<file path="src/rtl/sdcmd_responder.sv">
// SD SPI-mode command responder: hunts 6-byte command frames on the MOSI byte stream,
// tracks card init state and returns R1/R3/R7 responses on the MISO byte register.
`timescale 1ns/1ps
module sdcmd_responder #(
  parameter int          NCR        = 1,
  parameter int          INIT_POLLS = 2,
  parameter logic [31:0] OCR        = 32'h40FF8000,
  parameter bit          CRC_CHECK  = 1'b1
) (
  input  logic        clk,
  input  logic        reset,
  input  logic        cs_n,
  input  logic [7:0]  rx_data,
  input  logic        rx_valid,
  output logic [7:0]  tx_data,
  output logic        busy,
  output logic        cmd_valid,
  output logic [5:0]  cmd_index,
  output logic [31:0] cmd_arg,
  output logic        idle
);

  typedef enum logic [1:0] {HUNT, RECV, NCR_WAIT, RESP} state_t;

  localparam logic [3:0] NCR_LOAD    = 4'(NCR);
  localparam logic [3:0] INIT_RELOAD = 4'(INIT_POLLS);

  state_t      state, next_state;
  logic [2:0]  byte_cnt;
  logic [37:0] frame_buf;
  logic [6:0]  crc;
  logic [39:0] resp_buf;
  logic [2:0]  resp_left;
  logic [3:0]  ncr_cnt;
  logic [3:0]  init_cnt;
  logic        app_cmd;

  logic        start_byte;
  logic        byte_in;
  logic [5:0]  dec_index;
  logic [31:0] dec_arg;
  logic        crc_err;
  logic        illegal;
  logic        dp_accept;
  logic [7:0]  r1;
  logic [39:0] resp_d;
  logic [2:0]  resp_len_d;

  function automatic logic [6:0] crc7_byte(input logic [6:0] crc_in, input logic [7:0] data);
    logic [6:0] c;
    logic       fb;
    c = crc_in;
    for (int i = 7; i >= 0; i--) begin
      fb = c[6] ^ data[i];
      c  = {c[5:0], 1'b0};
      if (fb) c = c ^ 7'h09;
    end
    return c;
  endfunction

  assign start_byte = (rx_data[7:6] == 2'b01);
  assign byte_in    = rx_valid && !cs_n;
  assign dec_index  = frame_buf[37:32];
  assign dec_arg    = frame_buf[31:0];
  assign crc_err    = !rx_data[0] || (CRC_CHECK && (crc != rx_data[7:1]));

  // Command decode, evaluated against the final frame byte on rx_data.
  always_comb begin
    illegal    = 1'b0;
    dp_accept  = 1'b0;
    resp_len_d = 3'd1;
    if (!crc_err) begin
      case (dec_index)
        6'd0, 6'd55: begin
        end
        6'd8:  resp_len_d = 3'd5;
        6'd41: illegal = !app_cmd;
        6'd58: resp_len_d = 3'd5;
        6'd16, 6'd17, 6'd24: begin
          if (idle) illegal   = 1'b1;
          else      dp_accept = 1'b1;
        end
        default: illegal = 1'b1;
      endcase
    end
    r1     = {4'b0000, crc_err, illegal, 1'b0, idle};
    resp_d = {r1, 32'h0000_0000};
    if (!crc_err && dec_index == 6'd8)
      resp_d = {r1, 16'h0000, 4'h0, dec_arg[11:8], dec_arg[7:0]};
    else if (!crc_err && dec_index == 6'd58)
      resp_d = {r1, ~idle, OCR[30:0]};
  end

  always_comb begin
    next_state = state;
    if (cs_n) begin
      next_state = HUNT;
    end else if (rx_valid) begin
      case (state)
        HUNT:     if (start_byte)         next_state = RECV;
        RECV:     if (byte_cnt == 3'd5)   next_state = NCR_WAIT;
        NCR_WAIT: if (ncr_cnt == 4'd1)    next_state = RESP;
        RESP:     if (resp_left == 3'd1)  next_state = HUNT;
        default:                          next_state = HUNT;
      endcase
    end
  end

  always_ff @(posedge clk or posedge reset) begin
    if (reset) state <= HUNT;
    else       state <= next_state;
  end

  // Datapath: frame capture, command execution and response sequencing.
  always_ff @(posedge clk or posedge reset) begin
    if (reset) begin
      tx_data   <= 8'hFF;
      busy      <= 1'b0;
      cmd_valid <= 1'b0;
      cmd_index <= 6'd0;
      cmd_arg   <= 32'd0;
      idle      <= 1'b1;
      app_cmd   <= 1'b0;
      init_cnt  <= INIT_RELOAD;
      byte_cnt  <= 3'd0;
      frame_buf <= '0;
      crc       <= 7'd0;
      resp_buf  <= '0;
      resp_left <= 3'd0;
      ncr_cnt   <= 4'd0;
    end else begin
      cmd_valid <= 1'b0;
      if (cs_n) begin
        tx_data <= 8'hFF;
        busy    <= 1'b0;
      end else if (byte_in) begin
        case (state)
          HUNT: begin
            tx_data <= 8'hFF;
            if (start_byte) begin
              frame_buf <= {frame_buf[29:0], rx_data};
              crc       <= crc7_byte(7'd0, rx_data);
              byte_cnt  <= 3'd1;
              busy      <= 1'b1;
            end
          end
          RECV: begin
            tx_data <= 8'hFF;
            if (byte_cnt != 3'd5) begin
              frame_buf <= {frame_buf[29:0], rx_data};
              crc       <= crc7_byte(crc, rx_data);
              byte_cnt  <= byte_cnt + 3'd1;
            end else begin
              resp_buf  <= resp_d;
              resp_left <= resp_len_d;
              ncr_cnt   <= NCR_LOAD;
              app_cmd   <= 1'b0;
              if (!crc_err) begin
                case (dec_index)
                  6'd0: begin
                    idle     <= 1'b1;
                    init_cnt <= INIT_RELOAD;
                  end
                  6'd55: app_cmd <= 1'b1;
                  6'd41: begin
                    if (app_cmd) begin
                      if (init_cnt <= 4'd1) begin
                        init_cnt <= 4'd0;
                        idle     <= 1'b0;
                      end else begin
                        init_cnt <= init_cnt - 4'd1;
                      end
                    end
                  end
                  default: begin
                  end
                endcase
              end
              if (dp_accept) begin
                cmd_valid <= 1'b1;
                cmd_index <= dec_index;
                cmd_arg   <= dec_arg;
              end
            end
          end
          NCR_WAIT: begin
            if (ncr_cnt == 4'd1) begin
              tx_data  <= resp_buf[39:32];
              resp_buf <= {resp_buf[31:0], 8'hFF};
            end else begin
              tx_data <= 8'hFF;
              ncr_cnt <= ncr_cnt - 4'd1;
            end
          end
          RESP: begin
            // Incoming bytes only pace the response; no hunting until it is fully sent.
            if (resp_left == 3'd1) begin
              tx_data <= 8'hFF;
              busy    <= 1'b0;
            end else begin
              tx_data   <= resp_buf[39:32];
              resp_buf  <= {resp_buf[31:0], 8'hFF};
              resp_left <= resp_left - 3'd1;
            end
          end
          default: tx_data <= 8'hFF;
        endcase
      end
    end
  end

endmodule

</file>
<file path="config.mk">
export PLATFORM = sky130hd
export DESIGN_NAME = sdcmd_responder
export DESIGN_NICKNAME = d
export VERILOG_FILES = /design/src/rtl/sdcmd_responder.sv
export SDC_FILE = /design/constraint.sdc
export NUM_CORES = 1
export LEC_CHECK = 0
export ABC_AREA = 1
export CORE_ASPECT_RATIO = 1.2
export CORE_MARGIN = 5
export CORE_UTILIZATION = 25
export DETAILED_ROUTE_END_ITERATION = 10
export SYNTH_ARGS = -nofsm -noshare
export SYNTH_HDL_FRONTEND = slang
export SYNTH_SLANG_ARGS = --single-unit
export TNS_END_PERCENT = 20
</file>
<file path="constraint.sdc">
create_clock -name clk -period 10.8 [get_ports clk]
set_input_delay 1.62 -clock clk [delete_from_list [all_inputs] [get_ports clk]]
set_output_delay 1.62 -clock clk [all_outputs]
set_load 0.01 [all_outputs]
</file>
# Yosys cells after proc, flatten, opt, wreduce, memory -nomap -nowiden
# Index checks and enable logic that the tools add are counted.
# W data, S select, Z words.
[op_classes]
mux = 131
bitwise = 34
magnitude_cmp = 1
reduce_logical = 32
n_addsub = 4
eq_ne = 28
[ops]
columns = ["op", "n"]
rows = [
  ["$mux W7", 58],
  ["$mux W40", 3],
  ["$pmux W40 S3", 1],
  ["$mux W4", 20],
  ["$mux W38", 2],
  ["$pmux W38 S2", 1],
  ["$mux W32", 2],
  ["$mux W8", 4],
  ["$not A2 Y2", 15],
  ["$reduce_and A5 Y1", 5],
  ["$pmux W8 S3", 1],
  ["$eq A6 B5 Y1 const B", 3],
  ["$eq A6 B6 Y1 const B", 3],
  ["$mux W1", 18],
  ["$mux W3", 6],
  ["$ne A2 B2 Y1 const B", 8],
  ["$pmux W4 S2", 2],
  ["$ne A3 B3 Y1 const B", 5],
  ["$xor A1 B1 Y1", 15],
  ["$pmux W7 S2", 1],
  ["$mux W2", 6],
  ["$pmux W3 S2", 2],
  ["$reduce_bool A2 Y1", 6],
  ["$pmux W2 S4", 1],
  ["27 further kinds", 42],
]
[totals]
input_bits = 12
register_bits = 151

# Longest topological paths before layout
# Gate-level depths: netlist (run 1).
[logic_depth]
depth_word = 46
depth_mapped = 12
ltp_nobuf = 12

# Least setup slack after synthesis (run 1)
# No wires, ideal clock.
[synth_timing]
path_type = "input to register"
from = "input rx_data[4]"
to = "register cmd_index[3]"
path_stages = 10
arrival_time_ns = 2.774
setup_ns = 0.122
slack_ns = 7.904
required_ns = 10.678
path_cell_list = "buf_2 -> xor2_1 -> nor2_1 -> nand2_1 -> nor2_4 -> nand3b_4 -> buf_6 -> buf_6 -> nand2_1 -> o21ai_1"
[synth_between]
elab_chain_len = 4
[synth_rtl]
columns = ["item", "line_no", "source"]
rows = [
  ["from (decl)", "13", "input logic [7:0] rx_data,"],
  ["$ne A7 B7 Y1", "65", "assign crc_err = !rx_data[0] || (CRC_CHECK && (crc != rx_data[7:1]));"],
  ["$logic_or A1 B1 Y1", "65", ""],
  ["$mux W1", "72", "if (!crc_err) begin"],
  ["$reduce_and A5 Y1 (no source line)", "n/a", ""],
  ["to (signal assigned)", "181", "cmd_index <= dec_index;"],
  ["to (decl)", "18", "output logic [5:0] cmd_index,"],
]
# No other way between the ends.
# A chain may end at the register's enable or synchronous reset.

# Worst setup path in the final report (run 1)
[layout_timing]
from = "input rx_data[6]"
to = "register crc[0]"
[layout_between]
elab_chain_len = 3
[layout_rtl]
columns = ["item", "line_no", "source"]
rows = [
  ["$eq A2 B1 Y1", "61", "assign start_byte = (rx_data[7:6] == 2'b01);"],
  ["$ne A2 B2 Y1 (no source line)", "n/a", ""],
  ["$reduce_and A5 Y1 (no source line)", "n/a", ""],
  ["to (signal assigned)", "142", "crc <= crc7_byte(7'd0, rx_data);"],
  ["to (signal assigned)", "151", "crc <= crc7_byte(crc, rx_data);"],
  ["to (decl)", "31", "logic [6:0] crc;"],
]
# No other way between the ends.

==> out/qor.csv, run 1 <==
stage;metric;value;unit
yosys;Synth area leader;dfrtp_1;
yosys;Syn Nets;801;
clocking;Reg clk slew, reported paths;0.06;ns
global_route;global-route wire length before repair;27.2;mm
critical_path;Worst setup EP type;flip-flop;
pwr;LEAKAGE;3.81;nW
place;PortBufs;60;
place;DP HPWL;11.4;mm
sta;period utilization;38.7;%
cells_and_area;Area Overhead vs Synth;21.7;%
yosys;most numerous cell in the Yosys netlist;nand2_1;
clocking;total CTS buffers;17;
cells_and_area;Post-Layout Cell Count;1183;
sta;Final Max Tran Viols;0;
sta;Final Hold Viols;0;
critical_path;Critical Path AT;4.47;ns
critical_path;crit path buf inv count;2;
sta;Final setup viols;0;
cells_and_area;proportion of layout cells with a drive suffix above 1;7.84;%
clocking;clock sinks;151;
flow_run;max_cap viols;0;
yosys;top post-synthesis cells by count;187 x nand2_1, 141 x dfrtp_1, 86 x inv_1, 65 x nor2_1, 55 x o21ai_0;
die;die area;30600;um^2
die;die width;161;um
die;Top Ports;61;
yosys;post-synth top area share;51.8;%
critical_path;worst reg2reg path depth;7;
place;placed cells;1150;
yosys;FF+latch count, synth;151;
clocking;CTS root buffer;clkbuf_16;
drt;drt total wl;16.3;mm
critical_path;critical path type;input port to flip-flop;
clocking;clock latency at the later pin of the worst-skew pair;0.42;ns
drt;Initial DRC Count;383;
yosys;post-synthesis sequential area ratio;55.7;%
sta;Worst-Margin Slew;1.18;ns
clocking;H-tree levels;4;
drt;via count;5191;
sta;FMAX;239;MHz
critical_path;Max Fanout on Critical Path;75;
place;routability cong.;0.834;
clocking;Setup Fix Bufs, Post-CTS;0;
sta;Slew HR;21.2;%
pwr;Psw;0.000639;W
sta;Final WS setup;6.62;ns
place;placed cell area;7700;um^2
clocking;hold_buf cts;0;
yosys;Post-synth EDFFs;0;
critical_path;reg-to-reg endpoint;crc[0]$_DFFE_PP0P_;
sta;skew final;0.00856;ns
critical_path;Cell Chain, Critical Path;clkdlybuf4s50_1, nand2_1, nand2_1, nand4_1, nand2_2, inv_1, nand2_1, o211ai_1;
min_path;WHS Path Cells;1;
yosys;FFs w/ async S/R, synth;100;%
min_path;hold path endpoint;cmd_index[4]$_DFFE_PP0P_;
cells_and_area;post-route cell area;8290;um^2
critical_path;Crit path max-delay family;simple AND/OR/NAND/NOR gates;
cells_and_area;# fillers;2799;
pwr;Max IR drop VDD;0.128;mV
pwr;Flop pwr share;45.8;%
place;Placement Setup Slack;6.18;ns
global_route;initial antenna violation count;1;
pwr;clock power share;31.9;%
cells_and_area;Seq. cell area;3790;um^2
critical_path;largest stage delay on the critical path;0.93;ns
sta;Sum Neg Setup Slack;0;ns
pwr;combinational fraction of design power;22.3;%
die;Initial Utilization;25.2;%
yosys;Synth cell types;34;
clocking;clock buffer depth;2;
drt;DRC;0;
clocking;CTS resizes;0;
yosys;Netlist Area Pre-Place;6810;um^2
drt;vias per inst;4.39;
global_route;GR Util All Layers;11.1;%
critical_path;FF-to-FF setup slack;7.74;ns
global_route;gr ovfl total;0;
clocking;CTS tree;done;
sta;RSZ-0062 raised after global routing;no;
drt;WL/cell;13.7;um
pwr;Pwr per Cell Area;224;nW/um^2
cells_and_area;area of the multi-input gates;2530;um^2
min_path;Hold Crit Class;flip-flop to flip-flop;
pwr;sw frac;34.4;%
critical_path;most used cell, CP;nand2_1;
die;Row Count;66;
critical_path;reg2reg start;state[0]$_DFFE_PP0P_;
drt;drt pass-1 iters;7;
drt;DRT antenna net count;0;
yosys;Top FF cell, synth;dfrtp_1;
yosys;Syn Area/Cell;8.76;um^2
cells_and_area;Final #Nets;853;
yosys;yosys warns;0;
die;die height;191;um
yosys;Synth area leaders;dfrtp_1 52%, nand2_1 10%, inv_1 4.7%, o21ai_0 4.0%, dfstp_2 3.9%;
critical_path;CP max-delay cell;nand2_2;
min_path;worst min-delay path startpoint;cmd_index[4]$_DFFE_PP0P_;
yosys;post-synthesis instance total;777;
global_route;number of global-route vias before repair;5140;
pwr;Cell Int Power;0.00122;W
critical_path;Setup crit start kind;input port;
outcome;status;finished clean;
global_route;largest net degree at the start of global routing;107;
sta;fin crit period;4.18;ns
cells_and_area;Core Util, Final;30.7;%
critical_path;Worst Path Required;11.09;ns
die;core area;27000;um^2
flip-flops by register name, summed over array words and instances (netlist names), 2 cells and up:
register   cells
tx_data        8
ncr_cnt        4
frame_buf     38
byte_cnt       3
state          2
cmd_index      6
resp_buf      40
cmd_arg       32
init_cnt       4
crc            7
resp_left      3
cells by family after synthesis:
group                      share of synthesized area (%)
adders and majority gates                           2.21
buffers and inverters                               7.20
and+or+nand+nor                                     19.2
DFF                                                 55.7
xor gates and xnor gates                            3.34
AOI/OAI and AO/OA                                   12.4
cells in the final DEF, fill, tap and decap left out, types with 6 or more instances in the layout:
cell and instances:
dfrtp_1 141, nor2_1 65, o22ai_1 11, clkdlybuf4s50_1 60, o21ai_0 55, nand2_1 186
nand3_1 32, clkbuf_16 17, xnor2_1 11, xor2_1 15, ha_1 12, a21oi_1 50
nor2_2 6, dfstp_2 10, nand4_1 9, inv_1 85, o21ai_1 32
final cells by class:
class                           count  area share [%]
Clock buffer                       19            5.46
Multi-Input combinational cell    509            30.5
Tap cell                          340            5.13
Timing Repair Buffer               62            7.43
Sequential cell                   151            45.7
Inverter                           88            4.05
Antenna cell                        1          0.0302
Clock inverter                     13            1.65
per-layer routing:
| metal | part of all wire (%) | GRT usage, % |
|---|---|---|
| met5 | 0 | 0 |
| met4 | 2.7 | 4.93 |
| met3 | 4.1 | 2.40 |
| met2 | 46 | 17.3 |
| met1 | 47 | 14.8 |
per-stage QoR:
step | hold slack (ns) | power, W
CTS | 0.480 | 0.00188
finish | 0.472 | 0.00186
floorplan | 0.442 | 0.00114
global route | 0.502 | 0.00199
global placement | 0.458 | 0.00126
detailed placement | 0.463 | 0.00128
power by group through the flow:
| stage | clock (W) | sequential (W) | combinational, W |
|---|---|---|---|
| after CTS | 0.000608 | 0.000850 | 0.000420 |
| after global routing | 0.000633 | 0.000870 | 0.000485 |
| after detailed placement | 0 | 0.000860 | 0.000417 |
| final | 0.000593 | 0.000850 | 0.000413 |
| after floorplan | 0 | 0.000819 | 0.000319 |
| after global placement | 0 | 0.000854 | 0.000406 |
worst reg2reg max path, cell delays in order, from the launching register on:
cell and delay, ns:
dfrtp_1 0.43, ha_1 0.26, inv_1 0.26, nand4_1 0.32
nand2_2 0.93, inv_1 0.48, nand2_1 0.15, o211ai_1 0.10
how the worst max path moves through the flow:
stage | slack (ns) | to | cells after the start | start
floorplan | 5.13 | app_cmd$_DFFE_PP0P_ | 1 | reset
global placement | 6.30 | crc[0]$_DFFE_PP0P_ | 8 | rx_data[6]
detailed placement | 6.18 | crc[0]$_DFFE_PP0P_ | 8 | rx_data[6]
CTS | 6.62 | crc[1]$_DFFE_PP0P_ | 8 | rx_data[6]
global route | 6.26 | crc[1]$_DFFE_PP0P_ | 8 | rx_data[6]
finish | 6.62 | crc[0]$_DFFE_PP0P_ | 8 | rx_data[6]
No activity file was read; power rests on OpenSTA's default activity.
==> inputs of run 2 (changes only) <==
clock period = 3.55 ns   (was 10.8 ns; I/O delays follow)
==> run 2 against run 1 <==
Power increased to 3.0 times the previous value. Count of clock-buffer cells in the layout decreased by 1. Cell area increased by 1.1%. Largest cell class unchanged.
==> out/qor.csv, run 2 (synthesis gave the netlist of run 1 again) <==
stage;metric;value;unit;change
sta;Worst-Margin Slew;0.970;ns;-0.207 ns
pwr;sw frac;35.6;%;+1.2 points
pwr;combinational fraction of design power;23.0;%;+0.7 points
pwr;Flop pwr share;46.0;%;+0.2 points
cells_and_area;Core Util, Final;31.0;%;+0.33 points
die;die area;30600;um^2;unchanged
sta;FMAX;401;MHz;
critical_path;Cell Chain, Critical Path;clkdlybuf4s50_1, inv_1, nor2_2, nand3_1, nor2_2, inv_1, nor2_2, a21oi_1;;
cells_and_area;most frequent cells in the layout;186 x nand2_1, 141 x dfrtp_1, 85 x inv_1;;
pwr;clock power share;31.0;%;-0.9 points
cells_and_area;Area Overhead vs Synth;23.0;%;
clocking;H-tree levels;4;;unchanged
die;Row Count;66;;unchanged
global_route;GR Util All Layers;11.4;%;+0.31 points
critical_path;most used cell, CP;nor2_2;;
clocking;hold_buf cts;0;;unchanged
cells_and_area;top flop regs;resp_buf (40), frame_buf (38), cmd_arg (32);;
drt;Initial DRC Count;326;;-15%
critical_path;Max Fanout on Critical Path;32;;-57%
global_route;number of global-route vias before repair;5159;;+0.37%
sta;Final Hold Viols;0;;unchanged
cells_and_area;commonest non-fill, non-tap cell in the layout;nand2_1;;
pwr;Pwr per Cell Area;671;nW/um^2;+200%
clocking;clock sinks;151;;unchanged
cells_and_area;Final #Nets;863;;+1.2%
die;core area;27000;um^2;unchanged
global_route;gr ovfl total;0;;unchanged
pwr;LEAKAGE;3.84;nW;+0.89%
critical_path;Setup crit start kind;input port;;
pwr;Cell Int Power;0.00362;W;+200%
sta;skew final;0.0174;ns;+0.00889 ns
critical_path;Crit path max-delay family;buffers and inverters;;
sta;RSZ-0062 raised after global routing;no;;
sta;Final Max Tran Viols;0;;unchanged
sta;fin crit period;2.49;ns;
drt;drt total wl;16.9;mm;+4.0%
clocking;clock buffer depth;2;;unchanged
flow_run;max_cap viols;0;;unchanged
drt;DRC;0;;unchanged
sta;Slew HR;35.2;%;+14 points
drt;via count;5225;;+0.65%
die;die height;191;um;unchanged
clocking;CTS tree;done;;
die;Initial Utilization;25.2;%;unchanged
place;DP HPWL;12.2;mm;+7.1%
clocking;total CTS buffers;17;;unchanged
drt;vias per inst;4.38;;-0.10%
critical_path;Critical Path AT;2.79;ns;-1.68 ns
sta;period utilization;70.2;%;
drt;WL/cell;14.2;um;+3.2%
place;routability cong.;0.814;;-2.4%
clocking;clock latency at the later pin of the worst-skew pair;0.44;ns;+0.02 ns
critical_path;largest stage delay on the critical path;0.56;ns;-0.37 ns
critical_path;Worst setup EP type;flip-flop;;
clocking;Reg clk slew, reported paths;0.06;ns;about the same
sta;Sum Neg Setup Slack;0;ns;unchanged
pwr;Psw;0.00200;W;+210%
pwr;Max IR drop VDD;0.333;mV;+160%
outcome;status;finished clean;;
min_path;Hold Crit Class;flip-flop to flip-flop;;
critical_path;Worst Path Required;3.85;ns;-7.24 ns
global_route;global-route wire length before repair;27.7;mm;+1.7%
global_route;initial antenna violation count;0;;-1
critical_path;CP max-delay cell;clkdlybuf4s50_1;;
clocking;CTS resizes;0;;unchanged
critical_path;critical path type;input port to flip-flop;;
cells_and_area;proportion of layout cells with a drive suffix above 1;8.80;%;+0.96 points
clocking;CTS root buffer;clkbuf_16;;
drt;drt pass-1 iters;5;;-2
place;PortBufs;60;;unchanged
cells_and_area;# diodes;0;;-1
cells_and_area;Largest Register;resp_buf;;
drt;DRT antenna net count;0;;unchanged
cells_and_area;max reg flops;40;;unchanged
critical_path;crit path buf inv count;3;;+1
global_route;largest net degree at the start of global routing;70;;-35%
pwr;Tot Pwr;0.00562;W;+200%
die;die width;161;um;unchanged
sta;Final setup viols;0;;unchanged
clocking;Setup Fix Bufs, Post-CTS;0;;unchanged
critical_path;FF-to-FF setup slack;1.12;ns;-6.62 ns
die;Top Ports;61;;unchanged
-- run 2: cell types whose count changed in the layout (fill, tap and decap cells not counted), sizes merged --
cell	previous run	this run
buf	2	12
bufinv	1	0
clkbuf	19	18
clkinv	3	4
clkinvlp	2	5
diode	1	0
inv	95	93
-- run 2: worst register-to-register path, cell delays in order (launching register included) --
cell	delay, ns
dfrtp_1	0.41
ha_1	0.24
nand2_1	0.14
nand2_1	0.17
nand2_1	0.17
nor2_2	0.06
inv_1	0.70
nor2_2	0.24
a21oi_1	0.21
-- run 2: worst paths after layout --
kind | from | end | cells after the start
max | rx_valid | resp_buf[4]$_DFFE_PP0P_ | 8
min | ncr_cnt[3]$_DFFE_PP0P_ | ncr_cnt[3]$_DFFE_PP0P_ | 1
max reg2reg | byte_cnt[0]$_DFFE_PP0P_ | resp_buf[4]$_DFFE_PP0P_ | 8
min reg2reg | ncr_cnt[3]$_DFFE_PP0P_ | ncr_cnt[3]$_DFFE_PP0P_ | 1
max in group asynchronous | reset | resp_buf[23]$_DFFE_PP0P_ | 3
min in group asynchronous | reset | cmd_index[2]$_DFFE_PP0P_ | 2
-- run 2: layout make-up --
class	count	area [um^2]
Clock buffer	18	429
Clock inverter	14	140
Fill cell	2775	18600
Inverter	88	334
Multi-Input combinational cell	509	2530
Sequential cell	151	3790
Tap cell	340	425
Timing Repair Buffer	72	728
-- run 2: power by group through the flow --
stage	registers (W)	clock network (W)	logic, W
6_report	0.00259	0.00175	0.00129
5_1_grt	0.00265	0.00185	0.00151
4_1_cts	0.00259	0.00178	0.00131
3_5_place_dp	0.00261	0	0.00130
3_3_place_gp	0.00261	0	0.00128
2_1_floorplan	0.00249	0	0.000971
-- run 2: stage by stage --
stage                     cells  instance area [um^2]  setup WS (ns)  hold slack, ns
after detailed placement   1160                  7810          0.593           0.465
after global routing       1192                  8380          0.856           0.489
final                      1192                  8380           1.06           0.470
after CTS                  1192                  8380           1.03           0.474
after floorplan             777                  6810           1.12           0.442
after global placement     1160                  7810          0.570           0.453
-- run 2: metal layers --
layer,up-vias,part of all wire (%),track usage [%]
met5,-,0,0
met4,0,1.7,3.84
met3,23,4.0,2.68
met2,105,47,18.2
met1,2474,47,15.3
li1,2623,-,-
==> RTL change (flow settings as in run 1) <==
Encoding of `state_t`: now Gray code (2 bits for 4 states).
--- a/src/rtl/sdcmd_responder.sv
+++ b/src/rtl/sdcmd_responder.sv
@@ -22,3 +22,3 @@
 
-  typedef enum logic [1:0] {HUNT, RECV, NCR_WAIT, RESP} state_t;
+  typedef enum logic [1:0] {HUNT = 2'b00, RECV = 2'b01, NCR_WAIT = 2'b11, RESP = 2'b10} state_t;
 
Formal check against the unedited RTL: no difference found for any inputs over 4 cycles, from zero or initial values and one cycle with reset high; so few cycles prove little.
==> RTL change against run 1 <==
  * Largest cell class unchanged
  * Final area is 0.85% lower
  * Setup slack lost 0.14 ns
  * Non-clock buffer count up 1
  * Sequential share of layout area grew 0.39 points
  * Sequential cell count did not move
  * Hold slack worse by 0.0031 ns
  * Synthesized area increased by 0.55%
  * Wire length fell by 0.48%
  * Count of clock-buffer cells in the layout is the same
  * Total power is 1.3% lower
  * Utilization fell by 0.35 points
==> RTL change: results (changes against run 1) <==
** Power and ir drop
- IR drop worst, VDD :: 0.09979 mV (-22%)
- The leakage dissipation came to 3.715 nW (-2.4%).

** Synthesis
- The compound-cell area share of the yosys netlist was 13.25% (+0.86 points).
- By area the synthesized netlist is led by sky130_fd_sc_hd__dfrtp_1 (52%), sky130_fd_sc_hd__nand2_1 (9.8%), sky130_fd_sc_hd__o21ai_0 (5.1%).
- Xor and xnor fraction of the mapped netlist area :: 2.303% (-1.0 points)
- Counting instances in the post-synthesis netlist gives the leading cell types as sky130_fd_sc_hd__nand2_1 (178), sky130_fd_sc_hd__dfrtp_1 (141), sky130_fd_sc_hd__inv_1 (90).
- The net count of the mapped netlist came to 807 (+0.75%).
- Area share of fa/ha/maj cells after synthesis :: 1.462% (-0.74 points)
- The count of distinct cell types in the synthesized netlist came to 37 (+8.8%).
- The share of the yosys chip area belonging to registers is 55.38% (-0.31 points).

** Cells and area
- Count of nets after finishing :: 855 (+0.23%)
- Fraction of layout cells with a size suffix above 1 :: 8.028% (+0.19 points)
- Regs by FF count :: resp_buf: 40 flops, frame_buf: 38 flops, cmd_arg: 32 flops

** Setup path
- Terminus of the critical flop-to-flop path :: frame_buf[33]
- The biggest fanout along the worst timing path came to 77 (+2.7%).
- The worst register-to-register path begins at state[1].
- The setup slack on the worst flop-to-flop path is 7.91 ns (+0.17 ns).
- Number of cell instances on the worst register-to-register path :: 9 (+2)

** Place
- The total half-perimeter wirelength after legalization and detailed placement was 11350 um (-0.64%).
- The final weighted congestion in routability-driven placement was 0.8562 (+2.6%).
- The total placed instance area is 7677 sq um (-0.24%).

** Global routing
- The met1 layer usage reported by global route is 14.76% (about the same).
- Global-route track usage on met2 :: 17.32% (-0.032 points)
- The overall routing resource usage is 10.97% (-0.12 points).
- The largest net degree at the start of global routing is 85 (-21%).
- The routing usage on met3 came to 3.407% (+1.0 points).
- Global-route wire length before repair :: 27030 um (-0.79%)
- The number of global-route vias before repair came to 5135 (-0.097%).

** Detailed routing
- Routed length on met2 :: 7527 um (-0.38%)
- The met3 wirelength from detailed routing was 913 um (+35%).
- The total wirelength of the detailed-routed design came to 16170 um (-0.48%).
- The met1 routed wirelength after detailed routing is 7582 um (about the same).
- Total vias in the final route :: 5219 (+0.54%)
- Starting DRT DRC Count :: 343 (-10%)
- The total iterations of the first detailed-routing run is 5 (-2).

** Clock network
- The tree is rooted in a sky130_fd_sc_hd__clkbuf_16.
- The post-CTS clock slew at the launch and capture registers of the worst setup and hold paths came to 0.06 ns (about the same).
- Max Root-Sink Buffers :: 2 (unchanged)
- CTS H-tree depth :: 4 (unchanged)

** STA
- The worst clock skew came to 0.01262 ns (+0.004064 ns).
- The worst slew slack as a fraction of its limit came to 23.13% (+1.9 points).

** Outcome
- The run finished with clean final reports.

** Min path
- The worst hold path belongs to the class flip-flop to flip-flop.
- Hold path start :: cmd_index[4]
- The number of cells on the worst hold path came to 1 (unchanged).
## RTL change: metrics by stage
stage	worst slack, ns	hold WS, ns	utilization [%]	std cells
2_1_floorplan	5.132	0.4479	-	787
6_report	6.480	0.4689	30.34	1188
3_3_place_gp	6.173	0.4556	28.34	1156
4_1_cts	6.504	0.4774	30.33	1187
3_5_place_dp	6.071	0.4631	28.34	1156
5_1_grt	6.065	0.5019	30.33	1187
## RTL change: critical path, cell delays in order
cell                              delay (ns)
sky130_fd_sc_hd__clkdlybuf4s50_1        0.59
sky130_fd_sc_hd__inv_1                  0.18
sky130_fd_sc_hd__nand2_1                0.13
sky130_fd_sc_hd__inv_1                  0.37
sky130_fd_sc_hd__nand4_2                0.32
sky130_fd_sc_hd__nand2_2                0.92
sky130_fd_sc_hd__inv_2                  0.23
sky130_fd_sc_hd__nand2_1                0.14
sky130_fd_sc_hd__o21ai_0                0.08
## RTL change: report_power, final
group | switching [mW] | internal [mW] | total, mW
sequential | 0.115 | 0.725 | 0.840
combinational | 0.288 | 0.153 | 0.441
clock | 0.234 | 0.315 | 0.549
## RTL change: layout make-up
cell class,count,area (sq um)
Antenna cell,1,2.502
Multi-Input combinational cell,506,2472
Clock inverter,12,105.1
Inverter,96,365.4
Timing Repair Buffer,63,623.1
Tap cell,340,425.4
Clock buffer,19,432.9
Sequential cell,151,3791
Fill cell,2888,18870
## RTL change: how the worst max path moves through the flow
stage,startpoint,endpoint,cells after the start
detailed placement,cs_n,crc[0],9
CTS,cs_n,crc[0],9
global route,cs_n,crc[1],9
floorplan,reset,app_cmd,1
global placement,cs_n,crc[0],9
finish,cs_n,frame_buf[33],9
